`src/rtl/cnna_udiv_16ns_15ns_13_seq.sv`:
```
// Sequential radix-2 restoring unsigned divider with a start/done/ready/idle handshake.
// One quotient bit is resolved per enabled clock; ce=0 freezes every register.
module cnna_udiv_16ns_15ns_13_seq #(
  parameter logic [31:0] ID         = 32'd1,
  parameter int          din0_WIDTH = 16,
  parameter int          din1_WIDTH = 15,
  parameter int          dout_WIDTH = 13
) (
  input  logic                  ap_clk,
  input  logic                  ap_rst,
  input  logic                  ce,
  input  logic                  ap_start,
  input  logic [din0_WIDTH-1:0] din0,
  input  logic [din1_WIDTH-1:0] din1,
  output logic                  ap_ready,
  output logic                  ap_idle,
  output logic                  ap_done,
  output logic [dout_WIDTH-1:0] dout,
  output logic [din1_WIDTH-1:0] rem,
  output logic                  ovf,
  output logic                  div_zero
);

  localparam int K_W = $clog2(din0_WIDTH + 1);
  localparam logic [K_W-1:0] K_LAST = K_W'(din0_WIDTH - 1);

  typedef enum logic [1:0] {
    S_IDLE,
    S_BUSY,
    S_DONE
  } state_t;

  state_t                  state_q, state_d;
  logic [din0_WIDTH-1:0]   q_q, q_d;
  logic [din1_WIDTH:0]     r_q, r_d;
  logic [din1_WIDTH-1:0]   d_q, d_d;
  logic [K_W-1:0]          k_q, k_d;
  logic [dout_WIDTH-1:0]   dout_q, dout_d;
  logic [din1_WIDTH-1:0]   rem_q, rem_d;
  logic                    ovf_q, ovf_d;
  logic                    div_zero_q, div_zero_d;
  logic                    ap_done_q, ap_done_d;

  // ID only tags the instance; it has no functional effect.
  if (ID == 32'd0) begin : g_id_zero
  end

  // One restoring step. The borrow of the widened subtraction is the compare result;
  // R's top bit is only ever set for a zero divisor, where the step always subtracts 0.
  logic [din1_WIDTH+1:0]   t_w;
  logic [din1_WIDTH+1:0]   diff_w;
  logic                    ge_w;
  logic [din1_WIDTH:0]     r_step;
  logic [din0_WIDTH-1:0]   q_step;
  logic                    ovf_step;

  assign t_w    = {r_q, q_q[din0_WIDTH-1]};
  assign diff_w = t_w - {2'b00, d_q};
  assign ge_w   = ~diff_w[din1_WIDTH+1];
  assign r_step = ge_w ? diff_w[din1_WIDTH:0] : t_w[din1_WIDTH:0];
  assign q_step = {q_q[din0_WIDTH-2:0], ge_w};

  if (din0_WIDTH > dout_WIDTH) begin : g_ovf
    assign ovf_step = |q_step[din0_WIDTH-1:dout_WIDTH];
  end else begin : g_no_ovf
    assign ovf_step = 1'b0;
  end

  always_comb begin
    state_d    = state_q;
    q_d        = q_q;
    r_d        = r_q;
    d_d        = d_q;
    k_d        = k_q;
    dout_d     = dout_q;
    rem_d      = rem_q;
    ovf_d      = ovf_q;
    div_zero_d = div_zero_q;
    ap_done_d  = ap_done_q;
    if (ce) begin
      ap_done_d = 1'b0;
      unique case (state_q)
        S_IDLE, S_DONE: begin
          if (ap_start) begin
            state_d = S_BUSY;
            q_d     = din0;
            d_d     = din1;
            r_d     = '0;
            k_d     = '0;
          end else begin
            state_d = S_IDLE;
          end
        end
        S_BUSY: begin
          q_d = q_step;
          r_d = r_step;
          k_d = k_q + K_W'(1);
          if (k_q == K_LAST) begin
            state_d    = S_DONE;
            dout_d     = q_step[dout_WIDTH-1:0];
            rem_d      = r_step[din1_WIDTH-1:0];
            ovf_d      = ovf_step;
            div_zero_d = (d_q == '0);
            ap_done_d  = 1'b1;
          end
        end
        default: state_d = S_IDLE;
      endcase
    end
  end

  always_ff @(posedge ap_clk or posedge ap_rst) begin
    if (ap_rst) begin
      state_q    <= S_IDLE;
      q_q        <= '0;
      r_q        <= '0;
      d_q        <= '0;
      k_q        <= '0;
      dout_q     <= '0;
      rem_q      <= '0;
      ovf_q      <= 1'b0;
      div_zero_q <= 1'b0;
      ap_done_q  <= 1'b0;
    end else begin
      state_q    <= state_d;
      q_q        <= q_d;
      r_q        <= r_d;
      d_q        <= d_d;
      k_q        <= k_d;
      dout_q     <= dout_d;
      rem_q      <= rem_d;
      ovf_q      <= ovf_d;
      div_zero_q <= div_zero_d;
      ap_done_q  <= ap_done_d;
    end
  end

  assign ap_ready = (state_q != S_BUSY);
  assign ap_idle  = (state_q != S_BUSY);
  assign ap_done  = ap_done_q;
  assign dout     = dout_q;
  assign rem      = rem_q;
  assign ovf      = ovf_q;
  assign div_zero = div_zero_q;

endmodule

```
`config.mk`:
```
export PLATFORM = sky130hd
export DESIGN_NAME = cnna_udiv_16ns_15ns_13_seq
export DESIGN_NICKNAME = d
export VERILOG_FILES = /design/src/rtl/cnna_udiv_16ns_15ns_13_seq.sv
export SDC_FILE = /design/constraint.sdc
export NUM_CORES = 1
export LEC_CHECK = 0
export BUFFER_PORTS_ARGS = -buffer_cell sky130_fd_sc_hd__buf_2
export CORE_MARGIN = 4
export CORE_UTILIZATION = 35
export DETAILED_ROUTE_END_ITERATION = 7
export SKIP_LAST_GASP = 1
export SYNTH_ARGS = -nofsm -noshare
export SYNTH_HDL_FRONTEND = slang
export SYNTH_SLANG_ARGS = --single-unit
```
`constraint.sdc`:
```
create_clock -name ap_clk -period 3.31 [get_ports ap_clk]
set_input_delay 0.1655 -clock ap_clk [delete_from_list [all_inputs] [get_ports ap_clk]]
set_output_delay 0.1655 -clock ap_clk [all_outputs]
set_load 0.02 [all_outputs]
```
==> results.yml, run 1 <==
grt:
  grt_pass1_vias: 3660
  grt_max_degree: 43
  grt_usage_pct: 15.6
  grt_pass1_wl_um: 18100
  overflow: 0
  antenna_found_initial: 0
clock_tree:
  cts_htree_levels: 3
  cts.sinks: 85
  cts_tree: "done"
  clkTransAtPathRegs_ns: 0.07
  cts_max_path_buffers: 2
  ctsRootBufferMaster: "clkbuf_16"
  numCtsBuffers: 9
  postCtsSetupBuffers: 0
  worstSkewPairLatency_ns: 0.34
critical_path:
  worstReg2RegEnd: "r_q[8]"
  required_ns: 3.50
  end_kind: "register"
  worstPathArrival_ns: 3.13
  worstSetupStartpointType: "register"
  cp_max_fo: 8
  r2r_start: "d_q[0]"
  reg2reg_depth: 10
  regToRegSetupSlack_ns: 0.37
  worst-setup-path-type: "register to register"
status:
  status: "finished clean"
sta:
  post-route-period-util_pct: 88.7
  skew_ns: 0.0107
  tightestPinTransition_ns: 0.815
  final-setup-viol-count: 0
  relSlewSlack_pct: 45.5
  layout_min_cycle_time_ns: 2.94
  fmax_mhz: 341
  setup_tns_ns: 0
  hold_viol: 0
  slew_viol_final: 0
  rsz0062_at_grt: "no"
  fin_ws_ns: 0.374
die:
  core_um2: 12100
  io-pin-count: 68
  start_util_pct: 36.0
  die_x_um: 119
  die_area_um2: 14300
  rows: 40
  fp.dieH_um: 119
power:
  pwr-share-comb_pct: 49.1
  clkPwrFrac_pct: 19.5
  ir_worst_vdd_uv: 427
  intPower_uw: 3050
  power_leakage_uw: 0.00250
  p_seq_share_pct: 31.4
  p_sw_share_pct: 41.8
  switchingPower_uw: 2190
  power.density_nw_per_um2: 1020
yosys:
  syn_area_um2: 4350
  yosys_register_bits: 85
  synth.yosys.seq_area_share_pct: 48.9
  ys.flop_type: "dfrtp_1"
  synth_cell_types: 52
  netlist_instances: 440
  syn_nets: 493
  synth_top_cell_area_share_pct: 48.9
  synth_top_area_cell: "dfrtp_1"
  yosys_warnings: 0
  async_flop_share_pct: 100
  yosys-top-cells-area: "dfrtp_1 49%, nand2_1 6.8%, o21ai_0 5.8%, ha_1 4.9%, mux2i_1 4.8%"
  synth_edf_count: 0
  synth.avg_cell_area_um2: 9.88
final_layout:
  area_growth_pct: 18.7
  num_antenna_cells: 0
  nNetsFinal: 558
  drive_gt1_share_pct: 23.1
detailed_routing:
  drt_wl_total_um: 10500
  num_vias: 3433
  ant_nets: 0
  vias_per_cell: 5.06
  wl_per_cell_um: 15.5
  drt_iter0_drc: 179
  drc: 0
  drt-pass1-iter-count: 4
placement:
  gp_congestion: 0.873
  dp_slack_ns: 0.386
  portBuffers: 67
  dp_hpwl_um: 7700
worst_hold_path:
  min_to: "d_q[11]"
  hold_path_depth: 3
  hold_path_class: "input pin to register"
  holdCritStartpoint: "din1[11]"
job:
  drv_cap: 0
logic make-up after synthesis:
kind of cell               after synthesis  synth area share (%)
buffers and inverters                   43                  4.43
DFF                                     85                  48.9
muxes                                   37                  9.07
xor gates and xnor gates                14                  2.82
adders and majority gates               18                  5.36
AOI/OAI and AO/OA                      118                  16.8
and+or+nand+nor                        125                  12.6
worst max-delay path by stage:
stage                        from  endpoint  slack [ns]  cells past startpoint
after global placement    q_q[15]    r_q[8]        0.52                     11
after CTS                 q_q[15]    r_q[8]        0.39                     11
after global routing      q_q[15]    r_q[4]        0.14                     11
after detailed placement  q_q[15]    r_q[8]        0.39                     11
final                      d_q[0]    r_q[8]        0.37                     10
after floorplan           q_q[15]    rem[8]        0.70                     12
synthesized netlist by cell type (all sizes together) (4+ instances only):
library cell and number:
a21o 6, a21oi 11, a22oi 5, and3 5
buf 8, clkbuf 14, dfrtp 85, ha 17
inv 21, mux2 16, mux2i 21, nand2 81
nand2b 4, nand3 11, nor2 9, nor3 4
nor4 4, o21a 4, o21ai 65, o31ai 4
xnor2 4, xor2 10
flip-flops by register name, summed over array words and instances (netlist names):
name      flops
state_q       2
k_q           5
rem          15
d_q          15
q_q          16
dout         13
ovf           1
ap_done       1
div_zero      1
r_q          16
critical path, cell delays in order (launching register included):
cell and delay [ns]:
dfrtp_1 0.40, ha_1 0.21, fa_1 0.40, nand2b_1 0.20, a21oi_2 0.23, o21ai_1 0.20, a211oi_2 0.37, and2_1 0.20
buf_4 0.20, mux2i_1 0.29, o21ai_1 0.09
repair_timing:
action | CTS | global route
hold buffers | 1 | 0
resized for setup | 0 | 0
endpoints found under the hold margin | 31 | 0
cell type report:
type | instances | area, µm²
Fill cell | 1203 | 6900
Multi-Input combinational cell | 312 | 2030
Tap cell | 168 | 210
Inverter | 21 | 80.1
Timing Repair Buffer | 76 | 405
Clock buffer | 12 | 246
Clock inverter | 4 | 55.1
Sequential cell | 85 | 2130
cell usage in the layout, fill, tap and decap left out, types with 10 or more instances in the layout:
cell      n
mux2i_1  21
o21ai_0  50
buf_2    67
o21ai_1  15
dfrtp_1  85
mux2_2   15
inv_1    20
nand2_1  78
xor2_1   10
ha_1     17
nand3_1  11
power by group through the flow:
| stage | sequential [µW] | clock [µW] | combinational (µW) |
|---|---|---|---|
| 6_report | 1650 | 1020 | 2570 |
| 5_1_grt | 1700 | 1090 | 2880 |
| 4_1_cts | 1650 | 1050 | 2590 |
| 3_5_place_dp | 1670 | 0 | 2570 |
| 3_3_place_gp | 1660 | 0 | 2510 |
| 2_1_floorplan | 1680 | 0 | 1960 |
through the flow:
step / total power, µW / utilization (%) / hold slack [ns] / std cells / instance area, µm²
finish: 5240 / 42.8 / 0.0303 / 678 / 5160
global route: 5670 / 42.8 / 0.0370 / 678 / 5160
CTS: 5280 / 42.8 / 0.0292 / 678 / 5160
detailed placement: 4230 / 40.2 / 0.239 / 661 / 4850
global placement: 4170 / 40.2 / 0.239 / 661 / 4850
floorplan: 3640 / - / 0.262 / 440 / 4350
routing by layer:
layer / vias up / share of wire [%] / global-route usage [%]
met3: 20 / 6.9 / 4.08
met2: 107 / 48 / 26.0
met4: 0 / 2.8 / 5.37
met5: - / 0 / 0
li1: 1665 / - / -
met1: 1641 / 43 / 19.7
No activity file was read; power rests on OpenSTA's default activity.
==> run 2, diff against run 1 <==
Settings changed: ABC_AREA set to 1.
==> run 2 against run 1 <==
Compared with the run above: synthesized cell count increased by 43%; cell area up 7.6%; total power grew 23%; count of clock-buffer cells in the layout is 2 lower; setup slack improved by 0.41 ns; register-to-register slack better by 0.41 ns; critical path type unchanged.
==> results.yml, run 2 <==
status:
  status: "finished clean"
sta:
  layout_min_cycle_time_ns: 2.53
  post-route-period-util_pct: 76.4
  skew_ns: 0.00780
  setup_tns_ns: 0
  hold_viol: 0
  slew_viol_final: 0
  fmax_mhz: 396
  rsz0062_at_grt: "no"
  relSlewSlack_pct: 63.2
  tightestPinTransition_ns: 0.552
  hold_slack_ns: 0.0488
  final-setup-viol-count: 0
  fin_ws_ns: 0.782
detailed_routing:
  num_vias: 4270
  ant_nets: 0
  wl_per_cell_um: 14.0
  vias_per_cell: 4.87
  drt-pass1-iter-count: 5
  drc: 0
  drt_wl_total_um: 12200
  drt_iter0_drc: 270
critical_path:
  regToRegSetupSlack_ns: 0.78
  critical-path-slowest-cell: "dfrtp_1"
  required_ns: 3.54
  cp_cell_sequence: "ha_1, fa_1, inv_1, nand2_1, nand2_1, nand3_1, nand2_1, nand2_1, nand3_2, nand2_4, nand2_1, nand2_1, nand2_1, nand2_1"
  cp_max_fo: 18
  worstPathArrival_ns: 2.76
  crit_top_cell: "nand2_1"
  max_stage_delay_ns: 0.41
  worstSetupStartpointType: "register"
  end_kind: "register"
  worst-setup-path-type: "register to register"
worst_hold_path:
  hold_path_class: "input pin to register"
final_layout:
  final_cells: 876
  top_regs: "q_q x16, r_q x16"
  num_antenna_cells: 0
  drive_gt1_share_pct: 14.1
  nNetsFinal: 748
  area_growth_pct: 17.5
  final_cell_mix: "227 x nand2_1, 91 x inv_1, 85 x dfrtp_1"
  layout_commonest_cell: "nand2_1"
power:
  power_leakage_uw: 0.00303
  ir_worst_vdd_uv: 390
  finalPower_uw: 6420
  power.density_nw_per_um2: 1160
grt:
  antenna_found_initial: 0
  grt_usage_pct: 16.6
  grt_pass1_vias: 4185
  overflow: 0
  grt_pass1_wl_um: 20100
  grt_max_degree: 37
die:
  fp.dieH_um: 124
  die_area_um2: 15400
  start_util_pct: 35.6
  rows: 42
  die_x_um: 124
  core_um2: 13200
  io-pin-count: 68
yosys:
  synth_cell_types: 34
  synth_top_family_by_area: "simple AND/OR/NAND/NOR gates"
  netlist_instances: 630
  yosys_register_bits: 85
  synth_edf_count: 0
  synth.avg_cell_area_um2: 7.49
  yosys-top-cells-area: "dfrtp_1 45%, nand2_1 18%, inv_1 7.3%, nand3_1 5.2%, o21ai_0 4.9%"
  async_flop_share_pct: 100
  synth_top_area_cell: "dfrtp_1"
  synth.yosys.seq_area_share_pct: 45.1
  muxShareOfSynthArea_pct: 0
  yosys.cell_count.top_type: "nand2_1"
  synth-compound-area-share_pct: 8.88
  synthXorXnorAreaFrac_pct: 1.30
  yosys_warnings: 0
  synth_top_cell_area_share_pct: 45.1
  syn_nets: 683
  ys.flop_type: "dfrtp_1"
  yosys.area_share.simple_pct: 29.8
  synth_fa_ha_area_share_pct: 4.93
  synth.top_cells.by_count: "227 x nand2_1, 92 x inv_1, 85 x dfrtp_1, 49 x nand3_1, 46 x o21ai_0"
  syn_area_um2: 4720
clock_tree:
  cts.sinks: 85
  numCtsBuffers: 9
  clkTransAtPathRegs_ns: 0.06
  worstSkewPairLatency_ns: 0.34
  postCtsSetupBuffers: 0
  cts_tree: "done"
  cts_max_path_buffers: 2
  cts_htree_levels: 3
  ctsRootBufferMaster: "clkbuf_16"
placement:
  dp_cells: 859
  gp_congestion: 0.875
  dp_slack_ns: 0.815
  dp_hpwl_um: 9130
  portBuffers: 67
job:
  drv_cap: 0
-- run 2: where the power goes --
group	internal (µW)	leakage [µW]	total, µW	switching (µW)
Combinational	1200	0.00180	3650	2450
Sequential	1480	0.00108	1740	262
Clock	610	0.000142	1030	423
-- run 2: cell type report --
| type | count | area [µm²] |
|---|---|---|
| clock buffers | 10 | 239 |
| clock inverters | 6 | 70.1 |
| fillers | 1365 | 7690 |
| inverters | 96 | 362 |
| multi-input cells | 428 | 2120 |
| flip-flops and latches | 85 | 2130 |
| well taps | 176 | 220 |
| repair buffers | 75 | 410 |
-- run 2: path summary, 6_finish.rpt --
path                         start      end  cells past startpoint
setup / recovery            d_q[0]  rem[14]                     14
hold / removal             din1[4]   d_q[4]                      3
setup reg to reg            d_q[0]  rem[14]                     14
hold reg to reg            rem[12]  rem[12]                      2
max in group asynchronous   ap_rst  rem[11]                      4
min in group asynchronous   ap_rst  ap_done                      3
-- run 2: logic make-up (layout without fill, tap and decap cells) --
logic type	after synthesis	count (layout)
flip-flops	85	85
buffers and inverters	117	187
AND/OR/NAND/NOR	329	329
adder cells (fa/ha/maj)	18	18
XOR/XNOR	7	7
AO/OA/AOI/OAI	74	74
-- run 2: what timing repair did --
| item | CTS | global route |
|---|---|---|
| resized for setup | 0 | 0 |
| endpoints found under the hold margin | 30 | 0 |
| hold buffers | 1 | 0 |
-- run 2: routing by layer --
| metal | share of wire, % | vias up | global-route usage [%] |
|---|---|---|---|
| met5 | 0 | - | 0 |
| met4 | 1.9 | 0 | 5.20 |
| met3 | 5.2 | 17 | 3.27 |
| met2 | 47 | 102 | 27.3 |
| met1 | 46 | 2034 | 22.1 |
| li1 | - | 2117 | - |
-- run 2: through the flow --
step	instance area, µm²	util [%]
global placement	5230	39.5
floorplan	4720	-
finish	5550	41.9
detailed placement	5230	39.5
CTS	5550	41.9
global route	5550	41.9
-- run 2: worst max-delay path: cells and delay by family (launching register included) --
kind / cells / cell delay, ns
and+or+nand+nor: 11 / 1.26
buffers and inverters: 1 / 0.11
DFF: 1 / 0.41
adders and majority gates: 2 / 0.64
